$ cat src/rtl/instruction_record_table.sv
// Four-slot table of in-flight instruction records, indexed by instIndex[1:0].
// Each slot tracks per-element completion in a 128-bit mask; protocol violations latch a sticky error.
module instruction_record_table #(
    parameter int ENTRIES = 4
) (
    input  logic         clock,
    input  logic         reset,
    input  logic         enq_valid,
    output logic         enq_ready,
    input  logic         enq_bits_vd_valid,
    input  logic [4:0]   enq_bits_vd_bits,
    input  logic         enq_bits_vs1_valid,
    input  logic [4:0]   enq_bits_vs1_bits,
    input  logic [4:0]   enq_bits_vs2,
    input  logic         enq_bits_gather,
    input  logic         enq_bits_gather16,
    input  logic         enq_bits_onlyRead,
    input  logic [2:0]   enq_bits_instIndex,
    input  logic         progress_valid,
    input  logic [2:0]   progress_instIndex,
    input  logic [127:0] progress_mask,
    input  logic         retire_valid,
    input  logic [2:0]   retire_instIndex,
    output logic         record_0_valid,
    output logic         record_0_bits_vd_valid,
    output logic [4:0]   record_0_bits_vd_bits,
    output logic         record_0_bits_vs1_valid,
    output logic [4:0]   record_0_bits_vs1_bits,
    output logic [4:0]   record_0_bits_vs2,
    output logic         record_0_bits_gather,
    output logic         record_0_bits_gather16,
    output logic         record_0_bits_onlyRead,
    output logic [2:0]   record_0_bits_instIndex,
    output logic [127:0] record_0_bits_elementMask,
    output logic         record_1_valid,
    output logic         record_1_bits_vd_valid,
    output logic [4:0]   record_1_bits_vd_bits,
    output logic         record_1_bits_vs1_valid,
    output logic [4:0]   record_1_bits_vs1_bits,
    output logic [4:0]   record_1_bits_vs2,
    output logic         record_1_bits_gather,
    output logic         record_1_bits_gather16,
    output logic         record_1_bits_onlyRead,
    output logic [2:0]   record_1_bits_instIndex,
    output logic [127:0] record_1_bits_elementMask,
    output logic         record_2_valid,
    output logic         record_2_bits_vd_valid,
    output logic [4:0]   record_2_bits_vd_bits,
    output logic         record_2_bits_vs1_valid,
    output logic [4:0]   record_2_bits_vs1_bits,
    output logic [4:0]   record_2_bits_vs2,
    output logic         record_2_bits_gather,
    output logic         record_2_bits_gather16,
    output logic         record_2_bits_onlyRead,
    output logic [2:0]   record_2_bits_instIndex,
    output logic [127:0] record_2_bits_elementMask,
    output logic         record_3_valid,
    output logic         record_3_bits_vd_valid,
    output logic [4:0]   record_3_bits_vd_bits,
    output logic         record_3_bits_vs1_valid,
    output logic [4:0]   record_3_bits_vs1_bits,
    output logic [4:0]   record_3_bits_vs2,
    output logic         record_3_bits_gather,
    output logic         record_3_bits_gather16,
    output logic         record_3_bits_onlyRead,
    output logic [2:0]   record_3_bits_instIndex,
    output logic [127:0] record_3_bits_elementMask,
    output logic [2:0]   count,
    output logic         empty,
    output logic         error
);

    // Packed record layout: {vd_valid, vd_bits, vs1_valid, vs1_bits, vs2, gather, gather16, onlyRead, instIndex}
    logic [ENTRIES-1:0] r_valid;
    logic [22:0]        r_info [ENTRIES];
    logic [127:0]       r_mask [ENTRIES];
    logic [2:0]         r_count;
    logic               r_error;

    logic [1:0]         w_enq_slot;
    logic               w_enq_fire;
    logic [22:0]        w_enq_info;
    logic [ENTRIES-1:0] w_enq_hit;
    logic [ENTRIES-1:0] w_ret_hit;
    logic [ENTRIES-1:0] w_prog_hit;
    logic               w_ret_any;
    logic               w_prog_any;

    assign w_enq_slot = enq_bits_instIndex[1:0];
    assign enq_ready  = ~r_valid[w_enq_slot];
    assign w_enq_fire = enq_valid & ~r_valid[w_enq_slot];
    assign w_enq_info = {enq_bits_vd_valid, enq_bits_vd_bits, enq_bits_vs1_valid, enq_bits_vs1_bits,
                         enq_bits_vs2, enq_bits_gather, enq_bits_gather16, enq_bits_onlyRead,
                         enq_bits_instIndex};

    // Progress and retire must match the full 3-bit index of a live slot, so stale wrap generations are rejected.
    always_comb begin
        w_enq_hit  = '0;
        w_ret_hit  = '0;
        w_prog_hit = '0;
        for (int i = 0; i < ENTRIES; i++) begin
            w_enq_hit[i]  = w_enq_fire && (w_enq_slot == 2'(i));
            w_ret_hit[i]  = retire_valid && r_valid[i] && (r_info[i][2:0] == retire_instIndex)
                            && (retire_instIndex[1:0] == 2'(i));
            w_prog_hit[i] = progress_valid && r_valid[i] && (r_info[i][2:0] == progress_instIndex)
                            && (progress_instIndex[1:0] == 2'(i));
        end
    end

    assign w_ret_any  = |w_ret_hit;
    assign w_prog_any = |w_prog_hit;

    always_ff @(posedge clock or negedge reset) begin
        if (!reset) begin
            r_valid <= '0;
            for (int i = 0; i < ENTRIES; i++) begin
                r_info[i] <= '0;
                r_mask[i] <= '0;
            end
        end else begin
            for (int i = 0; i < ENTRIES; i++) begin
                if (w_ret_hit[i]) begin
                    r_valid[i] <= 1'b0;
                end else if (w_enq_hit[i]) begin
                    r_valid[i] <= 1'b1;
                end
                // A fresh enq needs an invalid slot and progress a valid one, so the two never collide.
                if (w_enq_hit[i]) begin
                    r_info[i] <= w_enq_info;
                    r_mask[i] <= '0;
                end else if (w_prog_hit[i]) begin
                    r_mask[i] <= r_mask[i] | progress_mask;
                end
            end
        end
    end

    always_ff @(posedge clock or negedge reset) begin
        if (!reset) begin
            r_count <= '0;
            r_error <= 1'b0;
        end else begin
            r_count <= r_count + 3'(w_enq_fire) - 3'(w_ret_any);
            r_error <= r_error | (progress_valid & ~w_prog_any) | (retire_valid & ~w_ret_any);
        end
    end

    assign count = r_count;
    assign empty = (r_count == 3'd0);
    assign error = r_error;

    assign {record_0_valid, record_0_bits_vd_valid, record_0_bits_vd_bits, record_0_bits_vs1_valid,
            record_0_bits_vs1_bits, record_0_bits_vs2, record_0_bits_gather, record_0_bits_gather16,
            record_0_bits_onlyRead, record_0_bits_instIndex, record_0_bits_elementMask}
           = {r_valid[0], r_info[0], r_mask[0]};
    assign {record_1_valid, record_1_bits_vd_valid, record_1_bits_vd_bits, record_1_bits_vs1_valid,
            record_1_bits_vs1_bits, record_1_bits_vs2, record_1_bits_gather, record_1_bits_gather16,
            record_1_bits_onlyRead, record_1_bits_instIndex, record_1_bits_elementMask}
           = {r_valid[1], r_info[1], r_mask[1]};
    assign {record_2_valid, record_2_bits_vd_valid, record_2_bits_vd_bits, record_2_bits_vs1_valid,
            record_2_bits_vs1_bits, record_2_bits_vs2, record_2_bits_gather, record_2_bits_gather16,
            record_2_bits_onlyRead, record_2_bits_instIndex, record_2_bits_elementMask}
           = {r_valid[2], r_info[2], r_mask[2]};
    assign {record_3_valid, record_3_bits_vd_valid, record_3_bits_vd_bits, record_3_bits_vs1_valid,
            record_3_bits_vs1_bits, record_3_bits_vs2, record_3_bits_gather, record_3_bits_gather16,
            record_3_bits_onlyRead, record_3_bits_instIndex, record_3_bits_elementMask}
           = {r_valid[3], r_info[3], r_mask[3]};

endmodule

$ cat config.mk
export PLATFORM = sky130hd
export DESIGN_NAME = instruction_record_table
export DESIGN_NICKNAME = d
export VERILOG_FILES = /design/src/rtl/instruction_record_table.sv
export SDC_FILE = /design/constraint.sdc
export NUM_CORES = 1
export LEC_CHECK = 0
export CAP_MARGIN = 20
export CORE_AREA = 8 8 299 301
export DETAILED_ROUTE_END_ITERATION = 12
export DIE_AREA = 0 0 307 309
export PLACE_DENSITY = 0.54
export SLEW_MARGIN = 0
export SYNTH_ARGS = -nofsm -noshare
export SYNTH_HDL_FRONTEND = slang
export SYNTH_SLANG_ARGS = --single-unit
$ cat constraint.sdc
create_clock -name clock -period 7 [get_ports clock]
set_clock_uncertainty 0.2 [all_clocks]
set_input_delay 1.4 -clock clock [delete_from_list [all_inputs] [get_ports clock]]
set_output_delay 1.4 -clock clock [all_outputs]
set_load 0.05 [all_outputs]
==> impl_metrics.csv <==
group,metric,value,unit
run_status,outcome,"completed",
floorplan,fp-row-count,107,
yosys,synth_edf_count,0,
power_and_ir_drop,p_total,21.3,mW
clock_tree,clk_pin_slew_worst_paths,0.06,ns
clock_tree,cts-root-buf,"clkbuf_16",
clock_tree,clock-sinks,612,
yosys,synthDistinctLibCells,35,
clock_tree,post_cts_buffers,0,
final_layout,fillers,8206,
route,routedWlPerCell,22.7,um
clock_tree,cts_hold_buf,0,
yosys,yosysWarnings,0,
global_route,antenna_found_initial,5,
route,initialDrtViolationCount,1189,
critical_path,worst-path-max-fanout,6,
global_route,busiest_layer,"met2",
placement,dpl_cell_area,0.0310,mm2
critical_path,worstRegToRegCells,5,
yosys,synth_most_common_cell,"dfrtp_1",
final_layout,area_growth,50.4,%
sta,period_needed,5.03,ns
sta,worst-slew-pin-transition,1.08,ns
clock_tree,post_cts_resized,0,
final_layout,drive_gt1_frac,0.122,
flow_run,cap_violations,0,
yosys,synth_top_area_share,0.687,
critical_path,crit_type,"in -> out",
yosys,synth_area_leaders,"dfrtp_1, a21oi_1, nor2_1, mux2_2, buf_2",
route,drc,0,
power_and_ir_drop,switching_power,10.4,mW
critical_path,start_kind,"primary input",
yosys,syn_avg_cell_area,11.7,um2
floorplan,pin_count,776,
sta,finalHoldViolations,0,
power_and_ir_drop,ir_drop,364,uV
placement,numPortBuffers,775,
final_layout,multi_input_area,0.00623,mm2
final_layout,final_nets,2824,
yosys,yosysSeqAreaShare,0.687,
route,routed_via_density,4.61,
critical_path,required,5.40,ns
hold_path,min_to,"record_0_bits_elementMask[80]",
yosys,synth_common_cells,"dfrtp_1, a21oi_1, nor2_1, buf_2, mux2_2",
sta,rsz0062_at_grt,"no",
yosys,yosys.area.top_type,"dfrtp_1",
sta,slew_headroom,0.280,
global_route,grtUsageMet1,0.213,
sta,finalSetupTns,0,ns
global_route,grt_max_degree,156,
global_route,track_usage,0.177,
power_and_ir_drop,internal_power,10.9,mW
hold_path,hp-class,"reg -> reg",
yosys,mappedNetlistArea,0.0223,mm2
sta,finalCritPeriodShare,0.719,
clock_tree,cts_tree,"yes",
yosys,synthFlopType,"dfrtp_1",
critical_path,regToRegEndpoint,"record_0_bits_elementMask[62]",
global_route,met2_usage,0.299,
power_and_ir_drop,power_density,636,mW/mm2
yosys,async_reset_ff_frac,1.00,
route,vias,17800,
placement,globalplace.congestion,0.819,
power_and_ir_drop,combPwrFrac,0.533,
critical_path,arrival,3.43,ns
critical_path,reg2reg_from,"r_valid[0]",
critical_path,cp-end-kind,"primary output",
clock_tree,clkLatencyLatePin,0.59,ns
global_route,globalRouteMet3Util,0.0526,
power_and_ir_drop,power_frac_clock,0.181,
floorplan,die_area,0.0949,mm2
power_and_ir_drop,switching_share,0.488,
yosys,yosys_register_bits,612,
sta,final.setup.worst_slack,1.97,ns
placement,dpl.hpwl,59900,um
route,firstDrtPassIters,5,
global_route,grt_pass1_vias,18700,
sta,fmax,0.199,GHz
clock_tree,htreeDepth,3,
sta,finalMaxSlewViolations,0,
floorplan,die_h,309,um
final_layout,final_area,0.0335,mm2
global_route,grt_pass1_wl,129000,um
clock_tree,cts_buffers,70,
critical_path,r2r_slack,4.07,ns
final_layout,regArea,0.0153,mm2
sta,setup_viol,0,
hold_path,whs_path_depth,2,
global_route,grt_overflow,0,
power_and_ir_drop,seqPwrFrac,0.285,
yosys,postSynthCellCount,1909,
hold_path,hp-start,"record_0_bits_elementMask[80]",
floorplan,die_w,307,um
floorplan,core,0.0846,mm2
clock_tree,clock_path_buffers,3,
floorplan,start_util,0.263,
yosys,syn_nets,2074,
route,antenna_left,0,
placement,dp_slack,1.97,ns
route,routed_wl,87800,um
power_and_ir_drop,p_leak,14.9,nW
flip-flops by register name, indices dropped and copies added, names as in the netlist, 3 cells and up:
register and flops:
count 3, r_valid 4, record_0_bits_elementMask 128, record_0_bits_instIndex 3, record_0_bits_vd_bits 5, record_0_bits_vs1_bits 5
record_0_bits_vs2 5, record_1_bits_elementMask 128, record_1_bits_instIndex 3, record_1_bits_vd_bits 5, record_1_bits_vs1_bits 5, record_1_bits_vs2 5
record_2_bits_elementMask 128, record_2_bits_instIndex 3, record_2_bits_vd_bits 5, record_2_bits_vs1_bits 5, record_2_bits_vs2 5, record_3_bits_elementMask 128
record_3_bits_instIndex 3, record_3_bits_vd_bits 5, record_3_bits_vs1_bits 5, record_3_bits_vs2 5
power groups by stage:
stage	clock network (mW)	logic, mW	registers, mW
floorplan	0	1.57	11.5
global placement	0	11.4	6.06
detailed placement	0	11.5	6.11
CTS	3.98	11.5	6.09
global route	4.13	11.8	6.28
finish	3.86	11.4	6.08
cell type report:
| cell class | instances | share of cell area |
|---|---|---|
| Antenna cell | 5 | 0.000374 |
| Clock buffer | 104 | 0.0634 |
| Clock inverter | 21 | 0.0100 |
| Inverter | 4 | 0.000448 |
| Multi-Input combinational cell | 1171 | 0.186 |
| Sequential cell | 612 | 0.457 |
| Tap cell | 1144 | 0.0427 |
| Timing Repair Buffer | 800 | 0.240 |
kinds of logic (layout without fill, tap and decap cells):
| family | count (synthesis) | count (layout) | synth area share |
|---|---|---|---|
| buf+inv | 126 | 929 | 0.0352 |
| xor+xnor | 10 | 10 | 0.00393 |
| compound gates | 515 | 515 | 0.123 |
| flops | 612 | 612 | 0.687 |
| fa+ha+maj | 3 | 3 | 0.00202 |
| mux | 85 | 85 | 0.0429 |
| other cells | 0 | 5 | 0 |
| simple gates | 558 | 558 | 0.106 |
per-layer routing:
metal | routed length, um | up-vias
met3 | 7300 | 148
li1 | - | 7887
met2 | 43200 | 750
met4 | 3190 | 0
met1 | 34100 | 9020
met5 | 0 | -
through the flow:
step,util,hold WS [ns],std cells
6_report,0.396,0.288,3861
4_1_cts,0.396,0.293,3856
3_5_place_dp,0.367,0.277,3731
5_1_grt,0.396,0.300,3860
3_3_place_gp,0.367,0.275,3731
2_1_floorplan,-,0.570,1909
critical path: stages:
cell,delay [ns]
clkdlybuf4s50_1,0.68
nand2b_1,0.18
o211ai_1,0.15
o21a_1,0.19
clkdlybuf4s50_1,0.83
worst max path at each step:
stage | from | to | slack, ns
floorplan | enq_bits_instIndex[0] | enq_ready | 3.21
global placement | enq_bits_instIndex[0] | enq_ready | 1.95
detailed placement | enq_bits_instIndex[0] | enq_ready | 1.97
CTS | enq_bits_instIndex[0] | enq_ready | 1.96
global route | enq_bits_instIndex[0] | enq_ready | 1.87
finish | enq_bits_instIndex[0] | enq_ready | 1.97
placed cells by master (no fill, tap or decap), types with 9 or more instances in the layout:
cell type	n
clkdlybuf4s50_1	774
clkbuf_1	13
a21oi_2	40
a21oi_1	472
clkbuf_8	18
xor2_1	9
mux2_2	84
clkbuf_16	73
nor2_2	56
nor2_1	465
buf_4	18
dfrtp_1	612
Power figures use the tool's default switching activity.
